`config.mk`:
```
export PLATFORM = sky130hd
export DESIGN_NAME = cp0_exception_unit_flat
export DESIGN_NICKNAME = d
export VERILOG_FILES = /design/src/rtl/cp0_exception_unit_if.sv /design/src/rtl/cp0_exception_unit.sv /design/src/flat_wrapper.sv
export SDC_FILE = /design/constraint.sdc
export NUM_CORES = 1
export LEC_CHECK = 0
export CAP_MARGIN = 20
export CORE_ASPECT_RATIO = 1.5
export CORE_MARGIN = 2
export CORE_UTILIZATION = 40
export CTS_CLUSTER_SIZE = 8
export DETAILED_ROUTE_END_ITERATION = 7
export HOLD_SLACK_MARGIN = 0.12
export PLACE_DENSITY = 0.85
export SKIP_CTS_REPAIR_TIMING = 1
export SYNTH_ARGS = -nofsm -noshare
export SYNTH_HDL_FRONTEND = slang
export SYNTH_SLANG_ARGS = --single-unit
export TNS_END_PERCENT = 20
```
`constraint.sdc`:
```
create_clock -name clk -period 4.85 [get_ports clk]
set_clock_uncertainty 0.1 [all_clocks]
set_input_delay 0.97 -clock clk [delete_from_list [all_inputs] [get_ports clk]]
set_output_delay 0.97 -clock clk [all_outputs]
set_load 0.01 [all_outputs]
```
`src/rtl/cp0_exception_unit_if.sv`:
```
// rtl/cp0_exception_unit_if.sv - CP0 exception unit pipeline-side bus
//
// Groups every pipeline-facing signal of cp0_exception_unit.
// clk and reset are not carried here.
//   A1/A2/DIn/WE  mfc0 read number, mtc0 write number, data and enable
//   PC/BD         M-stage PC and branch-delay-slot flag
//   ExcCode/VAddr exception code (0 = none) and faulting data address
//   HWInt         level-sensitive hardware interrupt lines
//   EXLClr        eret at M stage
//   IntReq/EPC    redirect request and handler return address
//   DOut          mfc0 read data
// Modports: master = CPU pipeline side, slave = CP0 side.
interface cp0_exception_unit_if #(
    parameter int NUM_HWINT = 6
);
    logic [4:0]           A1;
    logic [4:0]           A2;
    logic [31:0]          DIn;
    logic                 WE;
    logic [31:0]          PC;
    logic                 BD;
    logic [4:0]           ExcCode;
    logic [31:0]          VAddr;
    logic [NUM_HWINT-1:0] HWInt;
    logic                 EXLClr;
    logic                 IntReq;
    logic [31:0]          EPC;
    logic [31:0]          DOut;

    modport master (
        output A1, A2, DIn, WE, PC, BD, ExcCode, VAddr, HWInt, EXLClr,
        input  IntReq, EPC, DOut
    );

    modport slave (
        input  A1, A2, DIn, WE, PC, BD, ExcCode, VAddr, HWInt, EXLClr,
        output IntReq, EPC, DOut
    );
endinterface

```
`src/rtl/cp0_exception_unit.sv`:
```
// rtl/cp0_exception_unit.sv - Coprocessor-0 exception/interrupt unit (SR, Cause, EPC, PRId)
//
// Arbitrates exceptions against hardware interrupts at the M stage, raises
// IntReq combinationally, latches SR/Cause/EPC and serves mfc0/mtc0/eret.
// Ports:
//   clk    system clock, all state on the rising edge
//   reset  synchronous, active-high
//   bus    cp0_exception_unit_if.slave (pipeline-side signals)
// Optional build macro: CP0_BADVADDR_EN adds BadVAddr (reg 8), loaded on
// address-error exceptions (AdEL=4, AdES=5); otherwise reg 8 reads 0.
// NUM_HWINT must be 6: the lines map onto the fixed IP/IM field [15:10].
module cp0_exception_unit #(
    parameter logic [31:0] PRID_VAL  = 32'h0019_0305,
    parameter int          NUM_HWINT = 6
) (
    input  logic                    clk,
    input  logic                    reset,
    cp0_exception_unit_if.slave     bus
);
    localparam logic [4:0] REG_BADVADDR = 5'd8;
    localparam logic [4:0] REG_SR       = 5'd12;
    localparam logic [4:0] REG_CAUSE    = 5'd13;
    localparam logic [4:0] REG_EPC      = 5'd14;
    localparam logic [4:0] REG_PRID     = 5'd15;

    localparam logic [4:0] EXC_ADEL = 5'd4;
    localparam logic [4:0] EXC_ADES = 5'd5;

    // SR fields
    logic [NUM_HWINT-1:0] im;
    logic                 exl;
    logic                 ie;
    // Cause fields
    logic                 cause_bd;
    logic [NUM_HWINT-1:0] ip;
    logic [4:0]           cause_exc;
    logic [31:0]          epc_q;

    logic                 int_pend;
    logic                 exc_pend;
    logic                 int_req;
    logic [31:0]          pc_word;
    logic [31:0]          epc_next;
    logic [31:0]          sr_val;
    logic [31:0]          cause_val;

    // EXL masks both sources, so a handler is never re-entered.
    assign int_pend = (|(bus.HWInt & im)) & ie & ~exl;
    assign exc_pend = (bus.ExcCode != 5'd0) & ~exl;
    assign int_req  = int_pend | exc_pend;

    // A delay-slot instruction restarts at its branch, one word earlier.
    assign pc_word  = {bus.PC[31:2], 2'b00};
    assign epc_next = bus.BD ? (pc_word - 32'd4) : pc_word;

    assign sr_val    = {16'b0, im, 8'b0, exl, ie};
    assign cause_val = {cause_bd, 15'b0, ip, 3'b0, cause_exc, 2'b0};

    assign bus.IntReq = int_req;
    assign bus.EPC    = epc_q;

`ifdef CP0_BADVADDR_EN
    logic [31:0] badvaddr_q;

    always_ff @(posedge clk) begin
        if (reset) begin
            badvaddr_q <= 32'd0;
        end else if (exc_pend && !int_pend &&
                     (bus.ExcCode == EXC_ADEL || bus.ExcCode == EXC_ADES)) begin
            badvaddr_q <= bus.VAddr;
        end
    end

    logic unused_ok;
    assign unused_ok = &{1'b0, bus.PC[1:0]};
`else
    logic [31:0] badvaddr_q;
    assign badvaddr_q = 32'd0;

    logic unused_ok;
    assign unused_ok = &{1'b0, bus.PC[1:0], bus.VAddr, EXC_ADEL, EXC_ADES};
`endif

    // Read path sees register state only: a same-cycle mtc0 is not forwarded.
    always_comb begin
        bus.DOut = 32'd0;
        case (bus.A1)
            REG_BADVADDR: bus.DOut = badvaddr_q;
            REG_SR:       bus.DOut = sr_val;
            REG_CAUSE:    bus.DOut = cause_val;
            REG_EPC:      bus.DOut = epc_q;
            REG_PRID:     bus.DOut = PRID_VAL;
            default:      bus.DOut = 32'd0;
        endcase
    end

    always_ff @(posedge clk) begin
        if (reset) begin
            im        <= '0;
            exl       <= 1'b0;
            ie        <= 1'b0;
            cause_bd  <= 1'b0;
            ip        <= '0;
            cause_exc <= 5'd0;
            epc_q     <= 32'd0;
        end else begin
            ip <= bus.HWInt;
            if (int_req) begin
                // Taking an exception/interrupt overrides both mtc0 and eret.
                exl       <= 1'b1;
                cause_exc <= int_pend ? 5'd0 : bus.ExcCode;
                cause_bd  <= bus.BD;
                epc_q     <= epc_next;
            end else begin
                if (bus.WE) begin
                    if (bus.A2 == REG_SR) begin
                        im  <= bus.DIn[15:10];
                        exl <= bus.DIn[1];
                        ie  <= bus.DIn[0];
                    end else if (bus.A2 == REG_EPC) begin
                        epc_q <= {bus.DIn[31:2], 2'b00};
                    end
                end
                if (bus.EXLClr) begin
                    exl <= 1'b0;
                end
            end
        end
    end
endmodule
```
`src/flat_wrapper.sv`:
```
// flat-port wrapper written by rule: the top's interface ports become plain ports
module cp0_exception_unit_flat 
#(
    parameter logic [31:0] PRID_VAL  = 32'h0019_0305,
    parameter int          NUM_HWINT = 6
)
  (clk, reset, bus_A1, bus_A2, bus_DIn, bus_WE, bus_PC, bus_BD, bus_ExcCode, bus_VAddr, bus_HWInt, bus_EXLClr, bus_IntReq, bus_EPC, bus_DOut);
  cp0_exception_unit_if #(.NUM_HWINT(NUM_HWINT)) bus_i ();
  input  logic clk;
  input  logic reset;
  input wire logic [$bits(bus_i.A1)-1:0] bus_A1;
  input wire logic [$bits(bus_i.A2)-1:0] bus_A2;
  input wire logic [$bits(bus_i.DIn)-1:0] bus_DIn;
  input wire logic [$bits(bus_i.WE)-1:0] bus_WE;
  input wire logic [$bits(bus_i.PC)-1:0] bus_PC;
  input wire logic [$bits(bus_i.BD)-1:0] bus_BD;
  input wire logic [$bits(bus_i.ExcCode)-1:0] bus_ExcCode;
  input wire logic [$bits(bus_i.VAddr)-1:0] bus_VAddr;
  input wire logic [$bits(bus_i.HWInt)-1:0] bus_HWInt;
  input wire logic [$bits(bus_i.EXLClr)-1:0] bus_EXLClr;
  output wire logic [$bits(bus_i.IntReq)-1:0] bus_IntReq;
  output wire logic [$bits(bus_i.EPC)-1:0] bus_EPC;
  output wire logic [$bits(bus_i.DOut)-1:0] bus_DOut;
  assign bus_i.A1 = bus_A1;
  assign bus_i.A2 = bus_A2;
  assign bus_i.DIn = bus_DIn;
  assign bus_i.WE = bus_WE;
  assign bus_i.PC = bus_PC;
  assign bus_i.BD = bus_BD;
  assign bus_i.ExcCode = bus_ExcCode;
  assign bus_i.VAddr = bus_VAddr;
  assign bus_i.HWInt = bus_HWInt;
  assign bus_i.EXLClr = bus_EXLClr;
  assign bus_IntReq = bus_i.IntReq;
  assign bus_EPC = bus_i.EPC;
  assign bus_DOut = bus_i.DOut;
  cp0_exception_unit #(.PRID_VAL(PRID_VAL), .NUM_HWINT(NUM_HWINT)) u_core (.clk(clk), .reset(reset), .bus(bus_i));
endmodule
```
==> impl_metrics.env <==
export IMPL_numCtsBuffers=5
export IMPL_clockRootBuffer="clkbuf_16"
export IMPL_min_from="u_core.cause_bd"
export IMPL_cts_tree="built"
export IMPL_yosys_top_cells_count="nor2_1, dfxtp_1, mux2i_1"
export IMPL_fin_crit_sh_pct=87.2
export IMPL_synthCells=379
export IMPL_antenna_cells=0
export IMPL_seq_area_frac_synth_pct=32.0
export IMPL_end_kind="output pin"
export IMPL_die_h_um=112
export IMPL_max_cap_violations=0
export IMPL_wl_per_cell_um=16.6
export IMPL_path_class="in2out"
export IMPL_yosysUniqueCellTypes=45
export IMPL_peakVddDrop_v=0.000175
export IMPL_reg2reg_slack_ns=2.67
export IMPL_antenna_found_initial=0
export IMPL_pin_count=187
export IMPL_chipWidth_um=76.2
export IMPL_num_rows=39
export IMPL_reg2reg_depth=6
export IMPL_synth_main_ff_cell="dfxtp_1"
export IMPL_nNetsFinal=639
export IMPL_netlist_area_leader_share_pct=32.0
export IMPL_cp_arrival_ns=3.16
export IMPL_pre_cts_slack_ns=0.593
export IMPL_worstPathMaxFanout=13
export IMPL_slew_headroom_pct=36.5
export IMPL_placed_area_sq_mm=0.00468
export IMPL_fill_cells=675
export IMPL_first_iter_violations=167
export IMPL_seqPwrFrac_pct=40.3
export IMPL_cp_required_ns=3.78
export IMPL_internal_power_uw=847
export IMPL_htreeDepth=2
export IMPL_fin_tns_setup_ns=0
export IMPL_vias_per_cell=5.35
export IMPL_grt_ovfl_total=0
export IMPL_p_leak_uw=0.00193
export IMPL_crit_path_start_kind="input pin"
export IMPL_drv_slew=0
export IMPL_clkSinkCount=50
export IMPL_fin_ws_ns=0.622
export IMPL_min_to="u_core.cause_bd"
export IMPL_min_path_type="reg2reg"
export IMPL_grt_max_degree=51
export IMPL_reg2reg_to="u_core.exl"
export IMPL_grt_pass1_vias=3324
export IMPL_outcome="complete, no violations"
export IMPL_worst_pin_slew_ns=0.953
export IMPL_synthArstFlopShare_pct=0
export IMPL_p_clk_share_pct=34.8
export IMPL_synth_area_top_cells="dfxtp_1, mux2i_1, nor2_1"
export IMPL_regToRegStartpoint="u_core.im[1]"
export IMPL_postRouteAntennaNets=0
export IMPL_routed_via_count=3311
export IMPL_synth_edff_count=0
export IMPL_ys_seq_elements=50
export IMPL_gp_congestion=0.879
export IMPL_initial_utilization_pct=41.1
export IMPL_p_switching_uw=304
export IMPL_powerDensity_mw_per_mm2=237
export IMPL_synth_area_sq_mm=0.00313
export IMPL_setup_viol=0
export IMPL_fmax_ghz=0.237
export IMPL_clockBufferDepth=2
export IMPL_track_usage_pct=23.8
export IMPL_final_seq_area_sq_mm=0.00100
export IMPL_die_area_sq_mm=0.00856
export IMPL_clk_pin_slew_ns=0.07
export IMPL_hold_ws_ns=0.359
export IMPL_grt_pass1_wl_mm=16.4
export IMPL_area_growth_pct=55.1
export IMPL_drcViolationCount=0
export IMPL_drt_pass1_iterations=4
export IMPL_comb_power_share_pct=24.9
export IMPL_coreArea_sq_mm=0.00761
export IMPL_wirelength_mm=10.3
export IMPL_min_period_ns=4.23
export IMPL_rsz0062_at_grt="false"
export IMPL_swShare_pct=26.4
export IMPL_multi_input_area_sq_mm=0.00199
export IMPL_yosysTopAreaCell="dfxtp_1"
export IMPL_final_cell_area_sq_mm=0.00485
export IMPL_yosys_warnings=0
export IMPL_finalHoldViolations=0
export IMPL_port_buffers=150
export IMPL_hold_depth=2
export IMPL_clock_latency_ns=0.29
export IMPL_synth_most_common_cell="nor2_1"
export IMPL_dp_hpwl_mm=8.06
export IMPL_avgSynthCellArea_sq_um=8.25
export IMPL_drive_above_1_share_pct=5.80
cells in the final DEF, fill, tap and decap left out, types with 3 or more instances in the layout:
cell	n
clkdlybuf4s50_1	149
nor2_1	67
dfxtp_1	50
mux2i_1	37
a21oi_1	23
nand2_1	17
xnor2_1	16
and2_1	15
a211oi_1	13
a21o_1	13
nor4_1	11
a22oi_1	10
nor2b_1	9
xor2_1	9
mux2_2	7
buf_4	7
nor3_1	6
inv_1	5
nand3_1	5
clkbuf_16	5
a311oi_1	4
nand3b_1	3
o21ai_0	3
or4_1	3
a22o_1	3
o31ai_1	3
sequential cells by signal, indices dropped and copies added (netlist names):
| signal | count |
|---|---|
| u_core.cause_exc | 5 |
| u_core.ip | 6 |
| u_core.im | 6 |
| u_core.exl | 1 |
| u_core.ie | 1 |
| u_core.bus.EPC | 30 |
| u_core.cause_bd | 1 |
worst max path at each step:
stage | startpoint | to | cells after the start
CTS | bus_A1[1] | bus_DOut[23] | 6
finish | bus_A1[1] | bus_DOut[23] | 6
floorplan | bus_ExcCode[3] | bus_IntReq | 7
global placement | bus_A1[1] | bus_DOut[30] | 6
detailed placement | bus_A1[1] | bus_DOut[23] | 6
global route | bus_A1[1] | bus_DOut[13] | 6
power groups by stage:
stage	clock network (uW)	logic [uW]	registers (uW)
after floorplan	0	114	478
after global placement	0	280	471
after detailed placement	0	285	473
after CTS	407	288	464
after global routing	421	308	468
final	400	286	464
area by class of cell:
cell class / instances / area share (%)
Clock inverter: 3 / 0.928
Inverter: 5 / 0.387
Tap cell: 102 / 2.63
Multi-Input combinational cell: 297 / 40.9
Sequential cell: 50 / 20.6
Timing Repair Buffer: 157 / 31.9
Clock buffer: 5 / 2.58
critical path: stages:
cell             delay [ns]
clkdlybuf4s50_1        0.79
nand2_1                0.31
nor2_1                 0.16
buf_4                  0.20
and2_1                 0.16
clkdlybuf4s50_1        0.56
metrics by stage:
stage,utilization [%],power [uW],instances
6_report,63.7,1150,619
3_3_place_gp,61.5,750,611
5_1_grt,63.7,1200,619
4_1_cts,63.7,1160,619
3_5_place_dp,61.5,758,611
2_1_floorplan,-,593,380
cells by family after synthesis:
kind of cell | after synthesis | share of synthesized area [%]
compound gates | 74 | 16.0
xor+xnor | 25 | 7.00
other cells | 1 | 0.120
mux | 44 | 14.4
simple gates | 151 | 25.3
buf+inv | 33 | 4.80
fa+ha+maj | 1 | 0.400
flops | 50 | 32.0
layer usage:
layer  track usage [%]  vias up  wire [um]
li1                  -     1620          -
met5                 0        -          0
met4              10.4        0        343
met1              23.9     1562       3750
met2              47.3      106       5700
met3              3.86       23        465
Power figures use the tool's default switching activity.
==> RTL edit, RTL diff (config.mk and constraints unchanged) <==
Add a define of `CP0_BADVADDR_EN`.
--- a/src/rtl/cp0_exception_unit.sv
+++ b/src/rtl/cp0_exception_unit.sv
@@ -9,6 +9,8 @@
 // Optional build macro: CP0_BADVADDR_EN adds BadVAddr (reg 8), loaded on
 // address-error exceptions (AdEL=4, AdES=5); otherwise reg 8 reads 0.
 // NUM_HWINT must be 6: the lines map onto the fixed IP/IM field [15:10].
+`define CP0_BADVADDR_EN
+
 module cp0_exception_unit #(
     parameter logic [31:0] PRID_VAL  = 32'h0019_0305,
     parameter int          NUM_HWINT = 6
Formal check against the unedited RTL: not equivalent (Yosys sat finds a counterexample within 4 cycles, from zero or initial values and one cycle with reset high).
==> RTL edit against the unedited design <==
  * Synthesized area grew 50%
  * Wire length grew 69%
  * Non-clock buffer count grew 43
  * Sequential share of layout area grew 3.0 points
  * Fmax shrank 6.2%
  * Sequential cell count grew 32
  * Power grew 52%
  * Final area grew 43%
  * Worst setup slack lost 0.28 ns
  * Largest cell class unchanged
  * Largest power group unchanged
  * Highest routed layer unchanged
==> RTL edit: results (changes against the unedited design) <==
drtPass1Iterations: 5  # +1
reg2reg_from: "u_core.ie$_SDFFE_PP0P_"
r2r_slack_ns: 2.61  # -0.06 ns
synthXorXnorAreaFrac: 0.0261  # -0.0439
critical_path.max_stage_delay_ns: 0.83  # +0.04 ns
min_to: "u_core.cause_exc[0]$_SDFFE_PP0N_"
outcome: "complete, no violations"
worst_pin_slew_ns: 1.08  # +0.124 ns
synthTopCellsByCount: "dfxtp_1, clkbuf_1, a21oi_1"
detailed_place_hpwl_mm: 12.9  # +61%
crit_path_top_delay_cell: "or4b_2"
cp_max_fo: 16  # +3
grt_util_all_layers: 0.262  # +0.0240
io_buffers: 182  # +21%
crit_path_start: "bus_A1[0]"
placed_area_um2: 6620  # +41%
vdd_ir_drop_max_v: 0.000134  # -23%
drt_iter0_drc: 422  # +150%
crit_path_end: "bus_DOut[31]"
grt_pass1_wl_mm: 26.2  # +60%
synth_top_family_by_area: "compound AO/OA/AOI/OAI gates"
synthMuxAreaShare: 0.0426  # -0.101
antenna_found_initial: 1  # +1
routabilityCongestion: 0.902  # +2.6%
first_global_vias: 5087  # +53%
synth_fa_ha_area_frac: 0.00266  # -0.00134
syn_area_per_cell_um2: 8.45  # +2.4%
clkLatencyLatePin_ns: 0.33  # +0.04 ns
cts.htree.levels: 3  # +1
finalWirelength_mm: 17.3  # +69%
p_leak_nw: 2.29  # +19%
largest_reg_flops: 32  # +6.7%
r2r_end: "u_core.bus.EPC[16]$_SDFFE_PP0P_"
yosys.cell_types.count: 49  # +8.9%
finalNetCount: 831  # +30%
drt-wirelength-per-cell_um: 20.0  # +21%
synth.area.top_cells: "dfxtp_1, o31a_1, a21oi_1"
drive_gt1_frac: 0.0646  # +0.00658
grt_start_max_net_pins: 68  # +33%
pre_cts_ws_ns: 0.357  # -0.236 ns
==> RTL edit: area by class of cell <==
class,count,area (µm²)
fillers,986,4530
diodes,1,2.50
repair buffers,200,1970
inverters,11,41.3
multi-input cells,404,2810
flip-flops and latches,82,1640
clock buffers,13,280
clock inverters,2,10.0
well taps,150,188
==> RTL edit: metal layers <==
layer	vias to the layer above	track usage	wire, µm
met2	279	0.451	8670
met4	0	0.163	961
met1	2520	0.311	6580
met5	-	0	0
met3	68	0.0297	1070
li1	2492	-	-
==> RTL edit: report_power, final <==
group | internal, W | switching, W
Sequential | 0.000710 | 0.0000376
Combinational | 0.000196 | 0.000150
Clock | 0.000398 | 0.000255
==> RTL edit: worst reg2reg max path, cell delays in order, from the launching register on <==
cell and delay, ns:
dfxtp_1 0.45, nor2b_1 0.23, o31a_1 0.82, a2111oi_0 0.16
a311oi_1 0.37
